## src/rtl/boot_loader_pkg.sv

```systemverilog
// Shared types and constants for the instruction-memory boot loader.
// Provides the loader FSM state type and word/byte geometry.
package boot_loader_pkg;

  typedef enum logic [1:0] {
    IDLE,
    RECV,
    WRITE,
    RELEASE
  } loader_state_t;

  localparam int BYTES_PER_WORD  = 4;
  localparam int WORD_ADDR_SHIFT = 2;

endpackage

```

## src/rtl/byte_word_assembler.sv

```systemverilog
// Packs accepted bytes little-endian into a 32-bit word.
// Ports: clk, reset (sync, active-low), accept, clear, byte_data -> word, word_full.
module byte_word_assembler
  import boot_loader_pkg::*;
(
  input  logic        clk,
  input  logic        reset,
  input  logic        accept,
  input  logic        clear,
  input  logic [7:0]  byte_data,
  output logic [31:0] word,
  output logic        word_full
);

  logic [31:0] word_q;
  logic [1:0]  byte_cnt;

  // word already includes the byte being accepted this cycle, so the
  // caller can register the complete word on the 4th accept edge.
  always_comb begin
    word = word_q;
    if (accept) begin
      word[{byte_cnt, 3'b000} +: 8] = byte_data;
    end
  end

  assign word_full = accept &&
    (byte_cnt == 2'(BYTES_PER_WORD - 1));

  always_ff @(posedge clk) begin
    if (!reset || clear) begin
      word_q   <= '0;
      byte_cnt <= '0;
    end else if (accept) begin
      word_q   <= word;
      byte_cnt <= byte_cnt + 2'd1;
    end
  end

endmodule

```

## src/rtl/imem_boot_loader.sv

```systemverilog
// Loads a byte stream into instruction memory and holds the core in reset meanwhile.
// Ports: load_start/load_len, byte stream handshake, imem write port, core_reset, busy, done, err.
module imem_boot_loader
  import boot_loader_pkg::*;
#(
  parameter int DEPTH_WORDS = 64,
  parameter int LEN_W       = 7,
  parameter int RELEASE_CYC = 2
) (
  input  logic             clk,
  input  logic             reset,
  input  logic             load_start,
  input  logic [LEN_W-1:0] load_len,
  input  logic             byte_valid,
  input  logic [7:0]       byte_data,
  output logic             byte_ready,
  output logic             imem_we,
  output logic [31:0]      imem_addr,
  output logic [31:0]      imem_wdata,
  output logic             core_reset,
  output logic             busy,
  output logic             done,
  output logic             err
);

  localparam int RC_W = $clog2(RELEASE_CYC + 1);

  loader_state_t    state;
  logic [LEN_W-1:0] len;
  logic [LEN_W-1:0] word_cnt;
  logic [RC_W-1:0]  rel_cnt;

  logic        len_ok;
  logic        start_ok;
  logic        accept;
  logic        asm_clear;
  logic [31:0] word;
  logic        word_full;

  assign len_ok = (load_len != '0) &&
    (load_len <= LEN_W'(DEPTH_WORDS));
  assign start_ok  = (state == IDLE) && load_start && len_ok;
  assign accept    = byte_valid && byte_ready;
  assign asm_clear = start_ok || (state == WRITE);

  byte_word_assembler u_asm (
    .clk       (clk),
    .reset     (reset),
    .accept    (accept),
    .clear     (asm_clear),
    .byte_data (byte_data),
    .word      (word),
    .word_full (word_full)
  );

  always_ff @(posedge clk) begin
    if (!reset) begin
      state      <= IDLE;
      len        <= '0;
      word_cnt   <= '0;
      rel_cnt    <= '0;
      byte_ready <= 1'b0;
      imem_we    <= 1'b0;
      imem_addr  <= '0;
      imem_wdata <= '0;
      core_reset <= 1'b1;
      busy       <= 1'b0;
      done       <= 1'b0;
      err        <= 1'b0;
    end else begin
      done <= 1'b0;
      // a request during an ongoing load is refused but flagged
      if (load_start && state != IDLE) begin
        err <= 1'b1;
      end
      unique case (state)
        IDLE: begin
          if (load_start) begin
            if (len_ok) begin
              len        <= load_len;
              word_cnt   <= '0;
              err        <= 1'b0;
              core_reset <= 1'b1;
              busy       <= 1'b1;
              byte_ready <= 1'b1;
              state      <= RECV;
            end else begin
              err <= 1'b1;
            end
          end
        end
        RECV: begin
          if (word_full) begin
            byte_ready <= 1'b0;
            imem_we    <= 1'b1;
            imem_addr  <= 32'(word_cnt) << WORD_ADDR_SHIFT;
            imem_wdata <= word;
            state      <= WRITE;
          end
        end
        WRITE: begin
          imem_we  <= 1'b0;
          word_cnt <= word_cnt + LEN_W'(1);
          if (word_cnt + LEN_W'(1) == len) begin
            rel_cnt <= '0;
            state   <= RELEASE;
          end else begin
            byte_ready <= 1'b1;
            state      <= RECV;
          end
        end
        RELEASE: begin
          if (rel_cnt == RC_W'(RELEASE_CYC - 1)) begin
            core_reset <= 1'b0;
            done       <= 1'b1;
            busy       <= 1'b0;
            state      <= IDLE;
          end else begin
            rel_cnt <= rel_cnt + RC_W'(1);
          end
        end
        default: state <= IDLE;
      endcase
    end
  end

endmodule

```

## config.mk

```make
export PLATFORM = sky130hd
export DESIGN_NAME = imem_boot_loader
export DESIGN_NICKNAME = d
export VERILOG_FILES = /design/src/rtl/boot_loader_pkg.sv /design/src/rtl/byte_word_assembler.sv /design/src/rtl/imem_boot_loader.sv
export SDC_FILE = /design/constraint.sdc
export NUM_CORES = 1
export LEC_CHECK = 0
export CAP_MARGIN = 20
export CORE_ASPECT_RATIO = 0.5
export CORE_MARGIN = 5
export CORE_UTILIZATION = 25
export DETAILED_ROUTE_END_ITERATION = 12
export SETUP_SLACK_MARGIN = 0.1
export SYNTH_ARGS = -nofsm -noshare
export SYNTH_HDL_FRONTEND = slang
export SYNTH_SLANG_ARGS = --single-unit
```

## constraint.sdc

```tcl
create_clock -name clk -period 3.3 [get_ports clk]
set_clock_uncertainty 0.1 [all_clocks]
set_input_delay 0.33 -clock clk [delete_from_list [all_inputs] [get_ports clk]]
set_output_delay 0.33 -clock clk [all_outputs]
set_load 0.1 [all_outputs]
```

---- After elaboration in Yosys (flattened, before gate mapping) ----
Cells that the tools add are included.
word-level totals
  register bits after elaboration ......... 97
  bits of input ports ..................... 19
  output and inout bits ................... 70
  word-level logic and storage cells ...... 88
cells by class
  add/subtract/negate cells ............... 4
  order comparisons ....................... 1
  equal/unequal tests ..................... 13
  shifts and indexed selects .............. 2
  multiplexer cells ....................... 28
  reductions and logical operators ........ 26
operator list
  operator                                               count
  bitwise mux 32 bit                                     1
  two-way mux 32 bit                                     1
  variable shift 8 x 7 -> 32 bit, first input constant   1
  indexed part select 8 x 7 -> 32 bit                    1
  two-way mux 2 bit                                      7
  two-way mux 7 bit                                      2
  one-hot mux 7 bit (2 select lines)                     1
  two-way mux 1 bit                                      11
  inequality test 2 bit, second input constant           5
  nonzero test 2 bit                                     5
  AND reduction 3 bit                                    3
  one-hot mux 2 bit (4 select lines)                     1
  AND reduction 4 bit                                    2
  adder 7 x 1 -> 7 bit, second input constant            1
  equality test 7 bit                                    1
  less-or-equal comparator 7 bit, second input constant  1
  negation 5 -> 7 bit                                    1
  nonzero test 7 bit                                     1
  equality test 2 bit, second input constant             3
  logical AND 1 bit                                      6
  AND reduction 2 bit                                    3
  AND reduction 5 bit                                    1
  adder 2 x 1 -> 2 bit, second input constant            2
  equality test 2 x 1 -> 1 bit, second input constant    2
  other kinds (8)                                        11

---- Logic depth before layout (Yosys ltp) ----
Gate-level depths: netlist of the first run.
  word-level depth ........................ 5
  mapped depth ............................ 7
  depth with buffers taken out ............ 7

---- Cells and area by module ----
A second synthesis of the first run with hierarchy kept.
unflattened totals
  cells, all modules ...................... 497
  area total of the unflattened synthesis .. 4227.8 sq um
by module, submodules not included
  module               instances  cells each  area each (sq um)  seq. area each (sq um)
  imem_boot_loader     1          338         2733.9             1261.2
  byte_word_assembler  1          159         1493.9             680.7

---- Worst setup path before layout of the first run ----
No wires, ideal clock.
  path type ............................... register to register
  from .................................... register byte_ready
  to ...................................... register imem_wdata[0]
  setup time .............................. 0.086 ns
  arrival time ............................ 2.401 ns
  required time ........................... 3.114 ns
  path slack .............................. 0.714 ns
  stages on the path, launching flop included .. 6
  path buffers ............................ 1
  period minus slack after synthesis ...... 2.586 ns
  cell sequence ........................... dfxtp_1 clkbuf_1 nand3_1 nor4b_2 a22oi_1 a211oi_1
on the way
  word-level cells in the longest chain between the ends .. 3
  elaborated cells on any way between the ends .. 4
  classes of those cells .................. mux: 1; reduce/logical: 3
RTL lines
  what                                  line                       RTL
  start: declaration                    imem_boot_loader.sv:16     output logic byte_ready,
  start signal: assignment              imem_boot_loader.sv:62     byte_ready <= 1'b0;
  start signal: assignment              imem_boot_loader.sv:85     byte_ready <= 1'b1;
  start signal: assignment              imem_boot_loader.sv:94     byte_ready <= 1'b0;
  logical AND 1 bit *                   imem_boot_loader.sv:43     assign accept = byte_valid && byte_ready;
  logical AND 1 bit                     byte_word_assembler.sv:27  assign word_full = accept &&
  AND reduction 2 bit (no source line)  --
  end signal: assignment                imem_boot_loader.sv:97     imem_wdata <= word;
  end: declaration                      imem_boot_loader.sv:19     output logic [31:0] imem_wdata,
Every way passes the cells marked *; elsewhere a longest branch is shown, timed or not.
A chain may end at the register's enable or synchronous reset.

---- Final worst setup path of the first run ----
  from .................................... register u_asm.byte_cnt[0]
  to ...................................... register imem_wdata[22]
on the way
  word-level cells in the longest chain between the ends .. 4
  elaborated cells on any way between the ends .. 8
  classes of those cells .................. add/sub: 1; eq/ne: 1; shift: 2; mux: 2; reduce/logical: 2
RTL lines
  what                                                                                          line                       RTL
  start: declaration                                                                            byte_word_assembler.sv:16  logic [1:0] byte_cnt;
  start signal: assignment                                                                      byte_word_assembler.sv:36  byte_cnt <= byte_cnt + 2'd1;
  negation 5 -> 7 bit                                                                           byte_word_assembler.sv:23  word[{byte_cnt, 3'b000} +: 8] = byte_data;
  indexed part select 8 x 7 -> 32 bit / variable shift 8 x 7 -> 32 bit (equally long branches)  byte_word_assembler.sv:23
  bitwise mux 32 bit                                                                            byte_word_assembler.sv:23
  two-way mux 32 bit                                                                            byte_word_assembler.sv:22  if (accept) begin
Several ways; a longest one is shown, not always the timed one.

==> results of run 1 <==
-- layout by cell type (no fill, tap or decap), drive strengths merged, types with 2 or more instances in the layout --
cell | Yosys | layout
a211oi | 25 | 25
a21oi | 22 | 22
a22oi | 25 | 25
a311oi | 2 | 2
a31oi | 4 | 4
and3 | 4 | 4
buf | 35 | 7
clkbuf | 16 | 9
clkdlybuf4s50 | 0 | 62
conb | 1 | 25
dfxtp | 89 | 89
ha | 7 | 7
inv | 4 | 9
mux2i | 7 | 7
nand2 | 36 | 36
nand2b | 6 | 6
nand3 | 19 | 19
nand3b | 2 | 2
nor2 | 64 | 64
nor2b | 2 | 2
nor3 | 2 | 2
nor4b | 3 | 3
o21ai | 6 | 6
o22ai | 2 | 2
or4 | 2 | 2
xnor2 | 6 | 6
xor2 | 4 | 4
-- stage by stage --
step / utilization / worst slack, ns / instances / instance area (um^2)
after floorplan: - / 0.714 / 431 / 3800
after global placement: 0.304 / 0.601 / 647 / 4410
after detailed placement: 0.304 / 0.563 / 647 / 4410
after CTS: 0.326 / 0.816 / 663 / 4720
after global routing: 0.326 / 0.651 / 663 / 4720
final: 0.326 / 0.807 / 663 / 4720
-- worst min path at each step --
| stage | to | slack, ns | depth (start not counted) |
|---|---|---|---|
| finish | imem_addr[3]$_SDFFE_PN0P_ | 0.35 | 2 |
| global route | imem_wdata[26]$_SDFFE_PN0P_ | 0.38 | 2 |
| CTS | imem_wdata[30]$_SDFFE_PN0P_ | 0.36 | 2 |
| detailed placement | imem_wdata[30]$_SDFFE_PN0P_ | 0.35 | 2 |
| global placement | imem_we$_SDFFE_PN0P_ | 0.34 | 2 |
| floorplan | rel_cnt[1]$_SDFFE_PN0P_ | 0.36 | 2 |
-- state kept, by name (all words and copies together) (netlist names), 2 cells and up --
register	cells
imem_addr	7
word_cnt	7
len	7
imem_wdata	32
u_asm.word_q	24
u_asm.byte_cnt	2
rel_cnt	2
state	2
-- layer usage --
layer / vias to the layer above / part of all wire / global-route usage
met5: - / 0 / 0
met4: 0 / 0.013 / 0.0368
met3: 12 / 0.044 / 0.0317
met2: 65 / 0.47 / 0.170
met1: 1379 / 0.48 / 0.131
li1: 1492 / - / -
-- cell families after synthesis --
family / count (synthesis)
DFF: 89
other: 1
and+or+nand+nor: 146
adders and majority gates: 7
AOI/OAI and AO/OA: 92
xor gates and xnor gates: 10
muxes: 7
buffers and inverters: 55
-- layout make-up --
type | count | area share
timing repair buffer | 69 | 0.143
inverter | 4 | 0.00318
tap | 198 | 0.0525
sequential | 89 | 0.377
multi-input combinational | 287 | 0.359
clock buffer | 9 | 0.0477
clock inverter | 7 | 0.0177
-- worst reg2reg max path, stage by stage, from the launching register on --
cell and delay [ns]:
sky130_fd_sc_hd__dfxtp_1 0.37, sky130_fd_sc_hd__inv_1 0.20, sky130_fd_sc_hd__ha_1 0.18, sky130_fd_sc_hd__nand3_1 0.29
sky130_fd_sc_hd__nor4b_2 0.78, sky130_fd_sc_hd__a22oi_1 0.20, sky130_fd_sc_hd__a211oi_1 0.28
-- power groups by stage --
stage	Combinational [mW]	Clock [mW]	Sequential [mW]
after detailed placement	0.265	0	1.12
after floorplan	0.220	0	1.14
after global routing	0.278	1.15	1.10
after global placement	0.264	0	1.12
final	0.266	1.06	1.10
after CTS	0.266	1.09	1.10
==> impl.org, run 1 <==
** Run status
- The run finished with clean final reports.

** Die
- Die Span Y :: a little under 100 um
- The floorplan step defined a core boundary enclosing between 10000 and 15000 um^2.
- The die covers ~18000 um^2.
- IO Pins :: between 80 and 90
- For this configuration, the core starts out at a cell density of 0.256.
- The die is ~180 um wide.
- Row generation in the floorplan step produced 31 rows.

** Detailed routing
- DR pass1 iterations :: 5
- After detailed routing, the average wire length per cell comes to approximately 14 um.
- Count of vias placed by the detailed router :: about 2900
- In this run the remaining antenna-violating nets after routing total 0.
- The routed design has approximately 9000 um of wire.
- In the routed layout, each cell is associated on average with a via count of 4.45.
- Count of routing violations after the opening detailed-route iteration :: 238
- DRC violations left :: 0

** Pwr
- The share of total power dissipated in the clock network is 0.438.
- For this design the ratio of total power to cell area is between 500 and 600 nW/um^2.
- Largest voltage drop on the vdd net :: about 0.23 mV
- Fraction of power consumed by combinational cells :: 0.109
- Share of power burned in registers :: 0.452
- The analysis attributes to cell leakage a power of about 1.6 nW.
- Power Total :: 2.43 mW
- Switching Share :: 0.283
- In this run the power spent charging and discharging nets is 687 uW.
- Internal cell power :: between 1.5 and 2 mW

** Logic synthesis
- In the synthesized netlist, the number of instances is between 400 and 500.
- Area fraction of the dominant cell type after synthesis :: 0.480
- Of the total synthesized cell area, the portion taken by XOR and XNOR cells is 0.0236.
- By area the synthesized netlist is led by sky130_fd_sc_hd__dfxtp_1 48%, sky130_fd_sc_hd__nor2_1 6.5%, sky130_fd_sc_hd__a211oi_1 5.1%, sky130_fd_sc_hd__a22oi_1 5.1%, sky130_fd_sc_hd__buf_4 5.1%.
- In this run, distinct cell masters in the synthesized netlist total 47.
- Leading post-synthesis cells by instance count :: 89 x sky130_fd_sc_hd__dfxtp_1, 64 x sky130_fd_sc_hd__nor2_1, 35 x sky130_fd_sc_hd__nand2_1
- Yosys printed 0 warnings.
- Sequential area share after synthesis :: 0.480
- A synthesized cell averages 9.11 um^2.
- Dominant combinational cell family by area after synthesis :: simple AND/OR/NAND/NOR gates
- For this run, asynchronously set or reset flops after synthesis account for 0.
- In this run the cell area of the synthesized design comes to around 3700 um^2.
- Synthesized-area fraction occupied by adder cells :: 0.0236
- Top_reg_cell synth :: sky130_fd_sc_hd__dfxtp_1
- Top-count cell post-synth :: sky130_fd_sc_hd__dfxtp_1
- Mux contribution to synthesized area :: 0.0189
- In this run, synthesis produced a sequential element count of a little under 90.
- The complex-gate fraction of the synthesized area came to 0.176.
- Fraction of the mapped netlist area in simple logic gates :: 0.189
- The synthesized design contains 0 enable-type register cells.
- Cell taking the most area after synthesis :: sky130_fd_sc_hd__dfxtp_1

** GRT
- Antenna violations before repair :: 0
- Largest net degree at the start of global routing :: between 60 and 70
- First-pass GRT wire length :: around 14000 um
- Via count of the first global-routing pass :: 2680
- Sum of overflow across all layers after global routing :: 0
- Across every metal layer, demand over resource in global routing totals 0.104.

** Critical path
- Crit path buf inv count :: 1
- Cell family contributing the most delay on the critical path :: simple AND/OR/NAND/NOR gates
- The number of cells on the worst reg-to-reg path is 6.
- The worst setup path is captured at a flip-flop.
- Crit-path max FO :: 9
- RR Endpoint :: imem_wdata[22]$_SDFFE_PN0P_
- Critical-path cell with the highest stage delay :: sky130_fd_sc_hd__nor4b_2
- Worst-path cell chain :: inv_1, ha_1, nand3_1, nor4b_2, a22oi_1, a211oi_1
- Counting buffers and inverters, the worst setup path is 6 cells deep.
- The worst setup path is launched from a flip-flop.
- For the worst setup path, the data arrival time is 2.64 ns.
- Maximum single-stage delay on the critical path :: between 0.7 and 0.8 ns
- The worst setup path is of the reg -> reg kind.
- The most critical setup path has its endpoint at imem_wdata[22]$_SDFFE_PN0P_.
- Reg-to-Reg Start :: u_asm.byte_cnt[0]$_SDFFE_PP0P_
- In this run the worst setup path begins at u_asm.byte_cnt[0]$_SDFFE_PP0P_.
- Setup slack, reg-to-reg :: 0.81 ns
- Data required time at the worst endpoint :: around 3.5 ns

** Cells and area
- In the final layout, the multi-input gates occupy ~1700 um^2.
- Area of all sequential standard cells :: 1780 um^2
- Fill cells in the final layout number between 1500 and 2000.
- Fraction of layout cells with a size suffix above 1 :: 0.0774
- P&R area growth vs syn :: 27.4%
- After the last flow step, the layout net total stands at approximately 500.
- 0 antenna diodes ended up in the layout.

** Clock network
- Buffers added to address setup during post-CTS repair amount to 0.
- TritonCTS buffer count :: 9
- The clock drives between 80 and 90 sinks.
- Buffer type at the clock tree root :: sky130_fd_sc_hd__clkbuf_16
- Post-cts resize count :: 0
- The clock passes through at most 2 buffers.
- Clock-pin slew was measured on the worst setup and hold paths at 0.07 ns.
- TritonCTS built the clock tree.
- The later pin in the worst-skew pair is clocked with a latency of 0.34 ns.
- Maximum level of the CTS H-tree :: 3
- Hold repair after CTS inserted 0 buffers.

** Job
- Across the run, the number of max-cap violations was 0.

** STA
- Final critical-path required period :: 2.49 ns
- Headroom to the max-slew limit came out at 0.320.
- Setup repair after global routing left no endpoint under its margin.
- Final Cycle Share :: 0.756
- Number of hold violations in the final report :: 0
- Setup violation total in the final timing report :: 0
- Least-Margin Pin Slew :: between 1 and 1.5 ns
- Hold is met by 0.352 ns.
- Derived from the worst setup path, the maximum achievable clock frequency is approximately 0.4 GHz.
- The number of slew-limit violations in the final report was 0.
- Aggregate negative setup slack :: 0 ns

** Placement
- Buffers placed on the I/O ports in this run total between 60 and 70.
- At the end of routability-driven placement, the weighted congestion stood at between 0.8 and 0.9.
- Summed over all nets, the half-perimeter wirelength after detailed placement is 6360 um.

** Worst hold path
- In this run the most critical hold path is launched from imem_addr[3]$_SDFFE_PN0P_.
- The min-delay analysis places its worst path in the category reg -> reg.
(Power assumes the default switching activity.)
==> inputs of run 2 (changes only) <==
Clock period 3.3 ns to 2.2 ns, I/O delays scaled along.
==> impl.org, run 2 (synthesis gave the netlist of run 1 again) <==
** Worst hold path
- Startpoint of the lowest-slack hold path :: load_len[2]
- The min-delay analysis places its worst path in the category in -> reg.
- The path with the worst hold slack has its endpoint at len[2]$_SDFFE_PN0P_.
- Along the worst hold path, the cell count comes to 4.

** Critical path
- For the worst setup path, the data arrival time is ~2.1 ns.
- Launching element of the worst setup path :: word_cnt[1]$_SDFFE_PN0P_
- RR Endpoint :: rel_cnt[1]$_SDFFE_PN0P_
- The worst setup path is captured at a flip-flop.
- Crit-path max FO :: 5
- The worst register-to-register path has a setup slack of approximately 0.21 ns.
- Reg-to-Reg Start :: word_cnt[1]$_SDFFE_PN0P_
- The worst register-to-register path has a depth of 7.
- STA puts the critical path data required time at roughly 2.3 ns.
- The worst setup path is launched from a flip-flop.
- Category of the critical setup timing path :: reg -> reg

** Pwr
- Power Total :: roughly 3.6 mW
- Power spread over the standard cell area amounts to 743 nW/um^2.
- Largest voltage drop on the vdd net :: about 0.38 mV
- In this run the static leakage power is between 1.5 and 2 nW.

** Run status
- The run finished with clean final reports.

** Clock network
- TritonCTS built the clock tree.
- The clock net in this run drives a total of 89 sinks.
- The clock passes through at most 2 buffers.
- Number of hold buffers added after CTS :: 0
- At the later pin of the worst-skew pair, clock insertion delay measures between 0.3 and 0.4 ns.
- Buffer type at the clock tree root :: sky130_fd_sc_hd__clkbuf_16
- The clock tree synthesis step divided the H-tree into 3 levels.
- After clock tree synthesis, the clock-pin slew on the worst setup and hold paths is 0.06 ns.
- TritonCTS buffer count :: 9

** Cells and area
- Commonest non-fill, non-tap cell in the layout :: sky130_fd_sc_hd__dfxtp_1
- Counting flops per register, the top entry is imem_wdata.
- The area growth from synthesis to layout is 31.8%.
- The final layout contains 506 nets.
- Leaving out fill and tap cells, the most frequent cells in the layout are 88 x sky130_fd_sc_hd__dfxtp_1, 67 x sky130_fd_sc_hd__buf_4, 55 x sky130_fd_sc_hd__nor2_1.
- Final design instance area without fill :: about 5000 um^2
- Registers with the highest flip-flop counts :: imem_wdata (32), u_asm.word_q (24)
- Final antenna diode count :: 0
- Number of flip-flops under the largest register name :: 32
- Fraction of layout cells with a size suffix above 1 :: 0.233
- After filler insertion, the fill cell instance count of the layout stands at around 1500.

** Die
- Total core area :: 14500 um^2
- The floorplan has 31 rows.
- The die covers about 18000 um^2.
- The floorplan step set the die width to between 150 and 200 um.
- Starting density of the core :: 0.256
- For this design the top-level I/O count stands at roughly 90.
- Measured along the y axis, the die boundary spans ~96 um.

** Detailed routing
- Detail-routed net length per standard cell :: ~14 um
- Wire length after detailed routing :: 9250 um
- Antenna violation net count after detailed routing :: 0
- DRC violations left :: 0
- In the routed layout, each cell is associated on average with a via count of between 4 and 5.
- DR pass1 iterations :: 4
- The routed layout has between 3000 and 4000 vias.
- The first routing iteration left between 150 and 200 violations.

** STA
- Aggregate negative setup slack :: 0 ns
- Setup violations remaining at the end of the flow were counted as 0.
- PnR worst setup slack :: about 0.21 ns
- Setup repair after global routing could not meet its margin everywhere.
- Timing would allow up to between 0.5 and 0.6 GHz.
- Final critical-path required period :: 1.99 ns
- The number of slew-limit violations in the final report came to 0.
- Number of hold violations in the final report :: 0
- Final Cycle Share :: 0.904

** GRT
- Largest net degree at the start of global routing :: 57
- Via count of the first global-routing pass :: 2828
- First-pass GRT wire length :: around 15000 um
- Overall routing resource usage :: 0.105
- Antenna violations before repair :: 0
- Sum of overflow across all layers after global routing :: 0

** Placement
- Standard cell area after detailed placement :: around 4500 um^2
- Routability congestion estimate :: ~0.8
- Summed over all nets, the half-perimeter wirelength after detailed placement is between 6000 and 7000 um.
- Worst slack at placement :: -0.348 ns
- IO buf count :: 63

** Job
- Across the run, the number of max-cap violations was 0.
-- run 2: cell types whose count changed in the layout (fill, tap and decap cells not counted), sizes merged --
cell,previous run,this run
clkbuf,9,10
dlymetal6s2s,0,4
nand2,36,37
clkinvlp,0,1
buf,7,70
inv,9,7
clkdlybuf4s50,62,14
-- run 2: power breakdown --
group          switching [mW]  internal [mW]  leakage [nW]
Combinational           0.339          0.101          1.01
Sequential             0.0173           1.63         0.719
Clock                   0.652          0.895         0.144
Total                    1.01           2.62          1.87
-- run 2: critical path: stages, from the launching register on --
cell                      delay (ns)
sky130_fd_sc_hd__dfxtp_1        0.41
sky130_fd_sc_hd__ha_2           0.26
sky130_fd_sc_hd__and3_1         0.25
sky130_fd_sc_hd__nand3_1        0.15
sky130_fd_sc_hd__xnor2_1        0.16
sky130_fd_sc_hd__nor4_1         0.28
sky130_fd_sc_hd__buf_4          0.19
sky130_fd_sc_hd__o22ai_1        0.08
-- run 2: how the worst max path moves through the flow --
stage / endpoint / slack (ns) / cells past startpoint
2_1_floorplan: imem_wdata[0]$_SDFFE_PN0P_ / 0.16 / 5
3_3_place_gp: len[1]$_SDFFE_PN0P_ / -0.31 / 7
3_5_place_dp: len[5]$_SDFFE_PN0P_ / -0.35 / 7
4_1_cts: u_asm.byte_cnt[1]$_SDFFE_PP0P_ / 0.09 / 6
5_1_grt: imem_wdata[0]$_SDFFE_PN0P_ / 0.06 / 7
6_report: rel_cnt[1]$_SDFFE_PN0P_ / 0.21 / 7
-- run 2: metal layers --
layer,vias to the layer above,track usage,part of all wire,wire length [um]
li1,1544,-,-,-
met4,0,0.0243,0.0094,87
met3,6,0.0302,0.037,341
met5,-,0,0,0
met2,63,0.169,0.46,4250
met1,1405,0.139,0.49,4570
-- run 2: through the flow --
stage / cells / hold WS (ns) / util
2_1_floorplan: 431 / 0.267 / -
3_3_place_gp: 664 / 0.349 / 0.308
3_5_place_dp: 664 / 0.350 / 0.308
4_1_cts: 680 / 0.359 / 0.330
5_1_grt: 683 / 0.184 / 0.337
6_report: 683 / 0.164 / 0.337
-- run 2: area by class of cell --
| cell class | count | area, um^2 | share of cell area |
|---|---|---|---|
| Multi-Input combinational cell | 288 | 1790 | 0.367 |
| Sequential cell | 89 | 1790 | 0.365 |
| Clock inverter | 6 | 72.6 | 0.0148 |
| Tap cell | 198 | 248 | 0.0507 |
| Inverter | 4 | 15.0 | 0.00307 |
| Timing Repair Buffer | 88 | 744 | 0.152 |
| Clock buffer | 10 | 229 | 0.0468 |
-- run 2: timing repair --
| action | in CTS | in global routing |
|---|---|---|
| buffers inserted | 0 | 2 |
| pin swaps | 0 | 5 |
| setup endpoints to repair | 8 | 39 |
| hold endpoints to repair | 0 | 0 |
| gates resized for setup | 3 | 19 |
| gates cloned | 0 | 1 |
